File: src/rtl/spi_mem_target.sv
// -----------------------------------------------------------------------------
// spi_mem_target
//   SPI mode-0 responder that bridges an SPI master's memory protocol onto a
//   simple synchronous single-port RAM. Frame: CS low, 8-bit command
//   (0x03 read / 0x02 write), 16-bit address MSB first, then a stream of data
//   bytes with 16-bit wrapping address auto-increment. SCLK/CS/MOSI are
//   oversampled in clk_i (clk_i >= 8x SCLK).
//
// Ports
//   clk_i, rst_n_i       target clock, async active-low reset
//   spi_sclk_i           SPI clock (CPOL=0, CPHA=0)
//   spi_cs_i             chip select, active low
//   spi_mosi_i           master-out data, MSB first
//   spi_miso_o           target-out data, MSB first
//   spi_miso_oe_o        MISO enable, high only in the read data phase
//   mem_addr_o           RAM address
//   mem_rd_o             one-cycle read strobe; data returns 1 clk_i later
//   mem_rdata_i          RAM read data
//   mem_wr_o             one-cycle write strobe
//   mem_wdata_o          RAM write data, valid with mem_wr_o
//   busy_o               high while a frame is in progress
//   cmd_err_o            one-cycle pulse on an unrecognised command byte
// -----------------------------------------------------------------------------
module spi_mem_target (
    input  logic        clk_i,
    input  logic        rst_n_i,
    input  logic        spi_sclk_i,
    input  logic        spi_cs_i,
    input  logic        spi_mosi_i,
    output logic        spi_miso_o,
    output logic        spi_miso_oe_o,
    output logic [15:0] mem_addr_o,
    output logic        mem_rd_o,
    input  logic [7:0]  mem_rdata_i,
    output logic        mem_wr_o,
    output logic [7:0]  mem_wdata_o,
    output logic        busy_o,
    output logic        cmd_err_o
);

    localparam logic [7:0] CMD_READ  = 8'h03;
    localparam logic [7:0] CMD_WRITE = 8'h02;

    typedef enum logic [2:0] {
        ST_IDLE,
        ST_CMD,
        ST_ADDR,
        ST_RD_FETCH,
        ST_RD_DATA,
        ST_WR_DATA,
        ST_IGNORE
    } state_t;

    // ---------------------------------------------------------------- sync
    logic [1:0] r_sclk_sync;
    logic       r_sclk_prev;
    logic [1:0] r_cs_sync;
    logic       r_cs_prev;
    logic [1:0] r_mosi_sync;

    // NOTE: the CS synchroniser resets to "selected" (0) so that a frame already
    // in flight when reset releases never produces a falling edge; the target
    // only wakes on the next genuine CS fall.
    always_ff @(posedge clk_i or negedge rst_n_i) begin
        if (!rst_n_i) begin
            r_sclk_sync <= 2'b00;
            r_sclk_prev <= 1'b0;
            r_cs_sync   <= 2'b00;
            r_cs_prev   <= 1'b0;
            r_mosi_sync <= 2'b00;
        end else begin
            r_sclk_sync <= {r_sclk_sync[0], spi_sclk_i};
            r_sclk_prev <= r_sclk_sync[1];
            r_cs_sync   <= {r_cs_sync[0], spi_cs_i};
            r_cs_prev   <= r_cs_sync[1];
            r_mosi_sync <= {r_mosi_sync[0], spi_mosi_i};
        end
    end

    logic        w_sclk_rise;
    logic        w_sclk_fall;
    logic        w_cs_fall;
    logic        w_cs_rise;
    logic [15:0] w_rx_shift;

    assign w_sclk_rise = r_sclk_sync[1] & ~r_sclk_prev;
    assign w_sclk_fall = ~r_sclk_sync[1] & r_sclk_prev;
    assign w_cs_fall   = ~r_cs_sync[1] & r_cs_prev;
    assign w_cs_rise   = r_cs_sync[1] & ~r_cs_prev;

    // ------------------------------------------------------------- datapath
    state_t      r_state,     w_state_nxt;
    logic [3:0]  r_bit_cnt,   w_bit_cnt_nxt;
    logic [15:0] r_rx,        w_rx_nxt;
    logic        r_is_read,   w_is_read_nxt;
    logic [7:0]  r_tx,        w_tx_nxt;
    logic        r_oe,        w_oe_nxt;
    logic [15:0] r_addr,      w_addr_nxt;
    logic        r_rd,        w_rd_nxt;
    logic        r_wr,        w_wr_nxt;
    logic [7:0]  r_wdata,     w_wdata_nxt;
    logic        r_cmd_err,   w_cmd_err_nxt;

    // MOSI is delayed by the same two flops as SCLK, so the synchronised MOSI
    // lines up with the detected rising edge.
    assign w_rx_shift = {r_rx[14:0], r_mosi_sync[1]};

    // NOTE: sequential state is written only with non-blocking assignments so
    // every flop samples the pre-edge values regardless of statement order.
    always_ff @(posedge clk_i or negedge rst_n_i) begin
        if (!rst_n_i) begin
            r_state   <= ST_IDLE;
            r_bit_cnt <= 4'd0;
            r_rx      <= 16'h0000;
            r_is_read <= 1'b0;
            r_tx      <= 8'h00;
            r_oe      <= 1'b0;
            r_addr    <= 16'h0000;
            r_rd      <= 1'b0;
            r_wr      <= 1'b0;
            r_wdata   <= 8'h00;
            r_cmd_err <= 1'b0;
        end else begin
            r_state   <= w_state_nxt;
            r_bit_cnt <= w_bit_cnt_nxt;
            r_rx      <= w_rx_nxt;
            r_is_read <= w_is_read_nxt;
            r_tx      <= w_tx_nxt;
            r_oe      <= w_oe_nxt;
            r_addr    <= w_addr_nxt;
            r_rd      <= w_rd_nxt;
            r_wr      <= w_wr_nxt;
            r_wdata   <= w_wdata_nxt;
            r_cmd_err <= w_cmd_err_nxt;
        end
    end

    // NOTE: every signal assigned below gets a default first, so no path can
    // leave one unassigned and infer a latch.
    always_comb begin
        w_state_nxt   = r_state;
        w_bit_cnt_nxt = r_bit_cnt;
        w_rx_nxt      = w_sclk_rise ? w_rx_shift : r_rx;
        w_is_read_nxt = r_is_read;
        w_tx_nxt      = r_tx;
        w_oe_nxt      = r_oe;
        // A write strobe is followed by the address increment, so the RAM sees
        // the unincremented address together with mem_wr_o.
        w_addr_nxt    = r_wr ? r_addr + 16'd1 : r_addr;
        w_rd_nxt      = 1'b0;
        w_wr_nxt      = 1'b0;
        w_wdata_nxt   = r_wdata;
        w_cmd_err_nxt = 1'b0;

        case (r_state)
            ST_IDLE: begin
                if (w_cs_fall) begin
                    w_state_nxt   = ST_CMD;
                    w_bit_cnt_nxt = 4'd0;
                end
            end
            ST_CMD: begin
                if (w_sclk_rise) begin
                    w_bit_cnt_nxt = r_bit_cnt + 4'd1;
                    if (r_bit_cnt == 4'd7) begin
                        w_bit_cnt_nxt = 4'd0;
                        if (w_rx_shift[7:0] == CMD_READ) begin
                            w_is_read_nxt = 1'b1;
                            w_state_nxt   = ST_ADDR;
                        end else if (w_rx_shift[7:0] == CMD_WRITE) begin
                            w_is_read_nxt = 1'b0;
                            w_state_nxt   = ST_ADDR;
                        end else begin
                            w_state_nxt   = ST_IGNORE;
                            w_cmd_err_nxt = 1'b1;
                        end
                    end
                end
            end
            ST_ADDR: begin
                if (w_sclk_rise) begin
                    w_bit_cnt_nxt = r_bit_cnt + 4'd1;
                    if (r_bit_cnt == 4'd15) begin
                        w_bit_cnt_nxt = 4'd0;
                        w_addr_nxt    = w_rx_shift;
                        if (r_is_read) begin
                            w_state_nxt = ST_RD_FETCH;
                            w_rd_nxt    = 1'b1;
                        end else begin
                            w_state_nxt = ST_WR_DATA;
                        end
                    end
                end
            end
            ST_RD_FETCH: begin
                // First cycle here carries the read strobe; the cycle after
                // it sees valid RAM data and loads the transmit register.
                if (!r_rd) begin
                    w_tx_nxt    = mem_rdata_i;
                    w_oe_nxt    = 1'b1;
                    w_state_nxt = ST_RD_DATA;
                end
            end
            ST_RD_DATA: begin
                // The falling edge right after a reload must not shift: the
                // new MSB is already on MISO for the next rising edge.
                if (w_sclk_fall && r_bit_cnt != 4'd0) begin
                    w_tx_nxt = {r_tx[6:0], 1'b0};
                end
                if (w_sclk_rise) begin
                    w_bit_cnt_nxt = r_bit_cnt + 4'd1;
                    if (r_bit_cnt == 4'd7) begin
                        w_bit_cnt_nxt = 4'd0;
                        w_addr_nxt    = r_addr + 16'd1;
                        w_rd_nxt      = 1'b1;
                        w_state_nxt   = ST_RD_FETCH;
                    end
                end
            end
            ST_WR_DATA: begin
                if (w_sclk_rise) begin
                    w_bit_cnt_nxt = r_bit_cnt + 4'd1;
                    if (r_bit_cnt == 4'd7) begin
                        w_bit_cnt_nxt = 4'd0;
                        w_wr_nxt      = 1'b1;
                        w_wdata_nxt   = w_rx_shift[7:0];
                    end
                end
            end
            ST_IGNORE: begin
                w_state_nxt = ST_IGNORE;
            end
            default: begin
                w_state_nxt = ST_IDLE;
            end
        endcase

        // CS release ends the frame from any state: partial bytes and pending
        // read data are dropped and MISO is released in the same cycle.
        if (w_cs_rise) begin
            w_state_nxt   = ST_IDLE;
            w_bit_cnt_nxt = 4'd0;
            w_oe_nxt      = 1'b0;
            w_tx_nxt      = 8'h00;
            w_rd_nxt      = 1'b0;
            w_wr_nxt      = 1'b0;
            w_cmd_err_nxt = 1'b0;
        end
    end

    assign spi_miso_o    = r_tx[7];
    assign spi_miso_oe_o = r_oe;
    assign mem_addr_o    = r_addr;
    assign mem_rd_o      = r_rd;
    assign mem_wr_o      = r_wr;
    assign mem_wdata_o   = r_wdata;
    assign busy_o        = (r_state != ST_IDLE);
    assign cmd_err_o     = r_cmd_err;

endmodule

File: config.mk
export PLATFORM = sky130hd
export DESIGN_NAME = spi_mem_target
export DESIGN_NICKNAME = d
export VERILOG_FILES = /design/src/rtl/spi_mem_target.sv
export SDC_FILE = /design/constraint.sdc
export NUM_CORES = 1
export LEC_CHECK = 0
export CAP_MARGIN = 5
export CORE_UTILIZATION = 55
export CTS_CLUSTER_DIAMETER = 40
export DETAILED_ROUTE_END_ITERATION = 16
export DONT_BUFFER_PORTS = 1
export GPL_TIMING_DRIVEN = 0
export PLACE_DENSITY = 0.69
export RECOVER_POWER = 100
export SYNTH_ARGS = -nofsm -noshare
export SYNTH_HDL_FRONTEND = slang
export SYNTH_SLANG_ARGS = --single-unit
File: constraint.sdc
create_clock -name clk_i -period 2.5 [get_ports clk_i]
set_input_delay 0.125 -clock clk_i [delete_from_list [all_inputs] [get_ports clk_i]]
set_output_delay 0.125 -clock clk_i [all_outputs]
set_load 0.05 [all_outputs]
Word-level counts from Yosys, hierarchy flattened:

Cells that the tools add are included.
W data, S select, Z words.

* register bits: 67
* bits in latches: 0
* memory bits (writable): 0
* memory bits (read-only): 0
* input port bits: 13
* output and inout port bits: 30
* word-level logic and storage cells: 113
* memories: 0

* add/subtract/negate cells: 2
* $mul: 0
* divide/modulo/power cells: 0
* $lt $le $gt $ge: 0
* eq/ne operators: 22
* shift operators: 0
* muxes and demuxes: 50
* bitwise logic cells: 8
* reduce and logical (&&, ||, !) cells: 15

Operators by type and width (count)
* $mux W16: 5
* $mux W3: 12
* $pmux W16 S2: 1
* $ne A3 B3 Y1 const B: 9
* $mux W4: 6
* $mux W8: 3
* $pmux W3 S7: 1
* $mux W1: 19
* $add A16 B1 Y16 const B: 1
* $eq A8 B2 Y1 const B: 2
* $pmux W8 S2: 1
* $pmux W4 S3: 1
* $eq A3 B3 Y1 const B: 3
* $reduce_and A9 Y1: 1
* $reduce_and A4 Y1: 2
* $reduce_bool A4 Y1: 2
* $eq A3 B2 Y1 const B: 2
* $reduce_and A3 Y1: 2
* $reduce_bool A3 Y1: 2
* $add A4 B1 Y4 const B: 1
* $and A1 B1 Y1: 4
* $eq A4 B3 Y1 const B: 1
* $eq A4 B4 Y1 const B: 1
* $ne A2 B2 Y1 const B: 2
* other kinds (9): 13

Depth between registers and ports, before layout:

* word-level depth: 7
* mapped depth: 8
* depth with buffers taken out: 8

Worst setup path before layout:

No wires, ideal clock.

* path kind: reg-to-reg
* from: register r_addr[0] (netlist: mem_addr_o[0])
* to: register r_addr[14] (netlist: mem_addr_o[14])
* setup time: 0.149 ns
* arrival: 1.876 ns
* required time: 2.351 ns
* path slack: 0.474 ns
* stages on the path, launching flop included: 8
* buffers on the path: 0
* clock period less this slack: 2.026 ns
* cell sequence: dfrtp_1 > ha_1 > and3_1 > nand3_1 > nor3_2 > a31oi_1 > o21ai_1 > o311ai_1

* cells in the longest elaborated chain, start to end: 5

RTL lines
* from (decl): line 98 `logic [15:0] r_addr, w_addr_nxt;`
* from (signal assigned): line 130 `r_addr <= w_addr_nxt;`
* $add A16 B1 Y16 (*): line 149, 214
* $mux W16: line 149 `w_addr_nxt = r_wr ? r_addr + 16'd1 : r_addr;`
* $mux W16 (on tied branches): line 212, 183
* $mux W16 (on tied branches): line 210, 181
* $pmux W16 S2 (*): line 155 `case (r_state)`
* via w_addr_nxt[14]: line 98

The timed path passes the listed nets; every way through them passes the cells marked *.
A chain may end at the register's enable or synchronous reset.

Worst setup path in the final report:

* from: register r_addr[0] (netlist: mem_addr_o[0])
* to: register r_addr[12] (netlist: mem_addr_o[12])

Same word-level chain as after synthesis.

==> metrics.md <==
| Metric | Value |
|---|---|
| CTS Root Buffer Type | clkbuf_8 |
| DRT iter0 DRCs | 253 |
| Sequential share of the synthesized area | 0.505 |
| Worst-skew pair later-pin latency | 0.35 ns |
| CTS tree | built |
| Post-synth ARST share | 1.00 |
| Max incr delay on CP | 0.71 ns |
| Crit path cell chain | ha_1 -> and3_1 -> nand3_1 -> nor3_2 -> a31oi_1 -> o21ai_0 -> o311ai_1 |
| Max-cap violations | 1 |
| Worst path required time | 2.71 ns |
| Critical path's slowest cell | dfrtp_1 |
| Post_cts resized | 0 |
| Worst Setup Path Type | reg2reg |
| Largest family of logic cells by synthesized area | simple AND/OR/NAND/NOR gates |
| Largest fanout on the critical path | 5 |
| Commonest non-fill, non-tap cell in the layout | nand2_1 |
| Clock buffer depth | 2 |
| Pwr Density | 833 nW/µm² |
| Setup bufs post-CTS | 0 |
| WP buf/inv | 0 |
| Area after DPL | 3410 µm² |
| Final count of pins violating max slew | 68 |
| Simple-gate share of the synthesized area | 0.205 |
| Die area | 6350 µm² |
| Fin cells | 433 |
| Antenna violations before repair | 0 |
| Status | finished, violations left |
| Tightest Hold Check Type | in2reg |
| Area grow syn2layout | 10.6% |
| Hold buffers post-CTS | 8 |
| Critical path data arrival time | 2.51 ns |
| Worst slew pin tran | 1.62 ns |
| Final ANT Viol Nets | 0 |
| Critical Path Source Type | flip-flop |
| Final worst path period share | 0.919 |
| Initial Util | 0.584 |
| Net Count, Synth | 354 |
| Die height | 79.7 µm |
| Final min period | 2.30 ns |
| Number of global-route vias before repair | 2577 |
| Placed cell count | 409 |
| Pleak | 0.00168 µW |
| Clock Skew | 0.00694 ns |
| Synth cell types | 63 |
| Largest net degree at the start of global routing | 68 |
| Most frequent cells in the layout | 83 x nand2_1, 67 x dfrtp_1, 15 x nor2_1, 13 x o21ai_0, 11 x inv_1 |
| Clock-pin slew on the worst setup and hold paths | 0.07 ns |
| Synth Register Bits | 67 |
| DR DRC count | 0 |
| FMAX | 435 MHz |
| Synth Area in XOR/XNOR | 0 |
| Layout Nets | 373 |
| Crit path max-delay family | simple AND/OR/NAND/NOR gates |
| Syn avg cell area | 9.84 µm² |
| Cell area after synthesis | 3320 µm² |
| All-Layer GR Usage | 0.266 |
| Crit. End Element | flip-flop |
| Post-DR wirelength/cell | 17.4 µm |
| Drt first pass iters | 4 |
| GRT Residual Overflow | 0 |
| Final setup fails | 0 |
| ANT cells | 0 |
| Mapped Cells | 337 |
| Headroom to the max-slew limit | -0.0823 |
| DP Wirelength | 5070 µm |
| Primary FF master, synth | dfrtp_1 |
| YS warnings | 0 |
| First-pass GRT wire length | 12500 µm |
| Routability cong. | 0.895 |
| Drt total wl | 7530 µm |
| Core footprint | 5680 µm² |
| Via density | 6.02 |
| Setup TNS | 0 ns |
| Compound-Gate Fraction of Synth Area | 0.178 |
| FP Rows | 27 |
| Die W | 79.7 µm |
| H-tree levels | 3 |
| Port Buffer Count | 0 |
| VDD IR-drop max | 428 µV |
| Hold Vio Cnt, Final | 0 |
| Failing checks | capacitance limit, slew limit |
| CTS buffer count | 9 |
| Multiplexer area fraction after synthesis | 0.0513 |
| Number of flops mapped to enable cells by yosys | 0 |
| Via count of the routed design | 2605 |
| Clk sinks | 67 |
| Fraction of layout cells with a size suffix above 1 | 0.125 |
| Post-Synth Adder-Cell Area | 0.0185 |
| RSZ-0062 raised after global routing | no |
| Final Instance Area | 3670 µm² |
| Count of boundary I/O pins | 43 |
==> synth_stat cells (2+ instances only) <==
| master | number | area share |
|---|---|---|
| buf_2 | 5 | 0.0075 |
| nand3_1 | 9 | 0.014 |
| nor2_1 | 15 | 0.017 |
| o21ai_0 | 11 | 0.017 |
| a221o_1 | 2 | 0.0060 |
| o31ai_1 | 9 | 0.020 |
| mux2_2 | 8 | 0.027 |
| buf_4 | 3 | 0.0068 |
| a32oi_1 | 2 | 0.0053 |
| inv_2 | 2 | 0.0023 |
| or4_1 | 2 | 0.0045 |
| a21oi_1 | 5 | 0.0075 |
| nor3_1 | 9 | 0.014 |
| a311oi_1 | 2 | 0.0053 |
| dfrtp_1 | 67 | 0.51 |
| o311ai_1 | 7 | 0.018 |
| inv_1 | 11 | 0.012 |
| a22oi_1 | 2 | 0.0045 |
| a31oi_1 | 6 | 0.011 |
| a22o_1 | 2 | 0.0053 |
| a21o_1 | 5 | 0.011 |
| ha_1 | 4 | 0.015 |
| nand2_1 | 83 | 0.094 |
| mux2i_1 | 8 | 0.024 |
| and3_1 | 6 | 0.011 |
| clkbuf_1 | 5 | 0.0057 |
| o21ai_1 | 7 | 0.011 |
| o211ai_1 | 3 | 0.0068 |
| nor2b_1 | 2 | 0.0038 |
| nand2b_1 | 2 | 0.0038 |
==> through the flow <==
stage	hold slack (ns)	util	power [µW]	setup WS, ns
floorplan	-0.171	-	1940	0.474
global placement	-0.169	0.600	2060	0.268
detailed placement	-0.169	0.600	2080	0.235
CTS	0.00771	0.654	3080	0.222
global route	0.0171	0.646	3230	0.0427
finish	0.0126	0.646	3060	0.201
==> worst paths after layout <==
| check | endpoint | cells past startpoint | from | slack (ns) |
|---|---|---|---|---|
| hold / removal | r_tx[7]$_DFFE_PN0P_ | 2 | mem_rdata_i[7] | 0.01 |
| setup / recovery | mem_addr_o[12]$_DFF_PN0_ | 7 | mem_addr_o[0]$_DFF_PN0_ | 0.20 |
| hold reg to reg | r_cs_sync[1]$_DFF_PN0_ | 0 | r_cs_sync[0]$_DFF_PN0_ | 0.35 |
| setup reg to reg | mem_addr_o[12]$_DFF_PN0_ | 7 | mem_addr_o[0]$_DFF_PN0_ | 0.20 |
| max in group asynchronous | r_sclk_prev$_DFF_PN0_ | 2 | rst_n_i | 0.78 |
| min in group asynchronous | r_tx[0]$_DFFE_PN0P_ | 2 | rst_n_i | 0.73 |
==> flip-flops by register name, indices dropped and copies added (netlist names) <==
name and count:
cmd_err_o 1, mem_addr_o 16, mem_rd_o 1, mem_wdata_o 8, mem_wr_o 1, r_bit_cnt 4
r_cs_prev 1, r_cs_sync 2, r_is_read 1, r_mosi_sync 2, r_rx 15, r_sclk_prev 1
r_sclk_sync 2, r_state 3, r_tx 8, spi_miso_oe_o 1
==> power breakdown <==
part / switching (µW) / total [µW] / internal, µW
clock network: 412 / 970 / 559
logic: 427 / 681 / 254
registers: 182 / 1410 / 1220
total: 1020 / 3060 / 2040
==> cell families (layout without fill, tap and decap cells) <==
logic type | count (synthesis) | in the layout
DFF | 67 | 67
adders and majority gates | 5 | 5
buffers and inverters | 29 | 53
AOI/OAI and AO/OA | 77 | 77
and+or+nand+nor | 143 | 143
muxes | 16 | 16
==> per-layer routing <==
layer | GRT usage | up-vias | part of all wire
li1 | - | 1247 | -
met1 | 0.359 | 1263 | 0.46
met2 | 0.403 | 84 | 0.45
met3 | 0.0754 | 11 | 0.072
met4 | 0.104 | 0 | 0.015
met5 | 0 | - | 0
==> area by class of cell <==
cell class,instances,area [µm²]
multi-input combinational,241,1490
tap,72,90.1
timing repair buffer,8,75.1
fill,488,2010
clock buffer,11,131
buffer,15,76.3
inverter,14,55.1
sequential,67,1680
clock inverter,5,77.6
==> worst reg2reg max path: cells and delay by family, from the launching register on <==
family / cells / cell delay [ns]
AND/OR/NAND/NOR: 3 / 0.75
AO/OA/AOI/OAI: 3 / 0.41
adder cells (fa/ha/maj): 1 / 0.29
flip-flops: 1 / 0.71
Power figures use the tool's default switching activity.
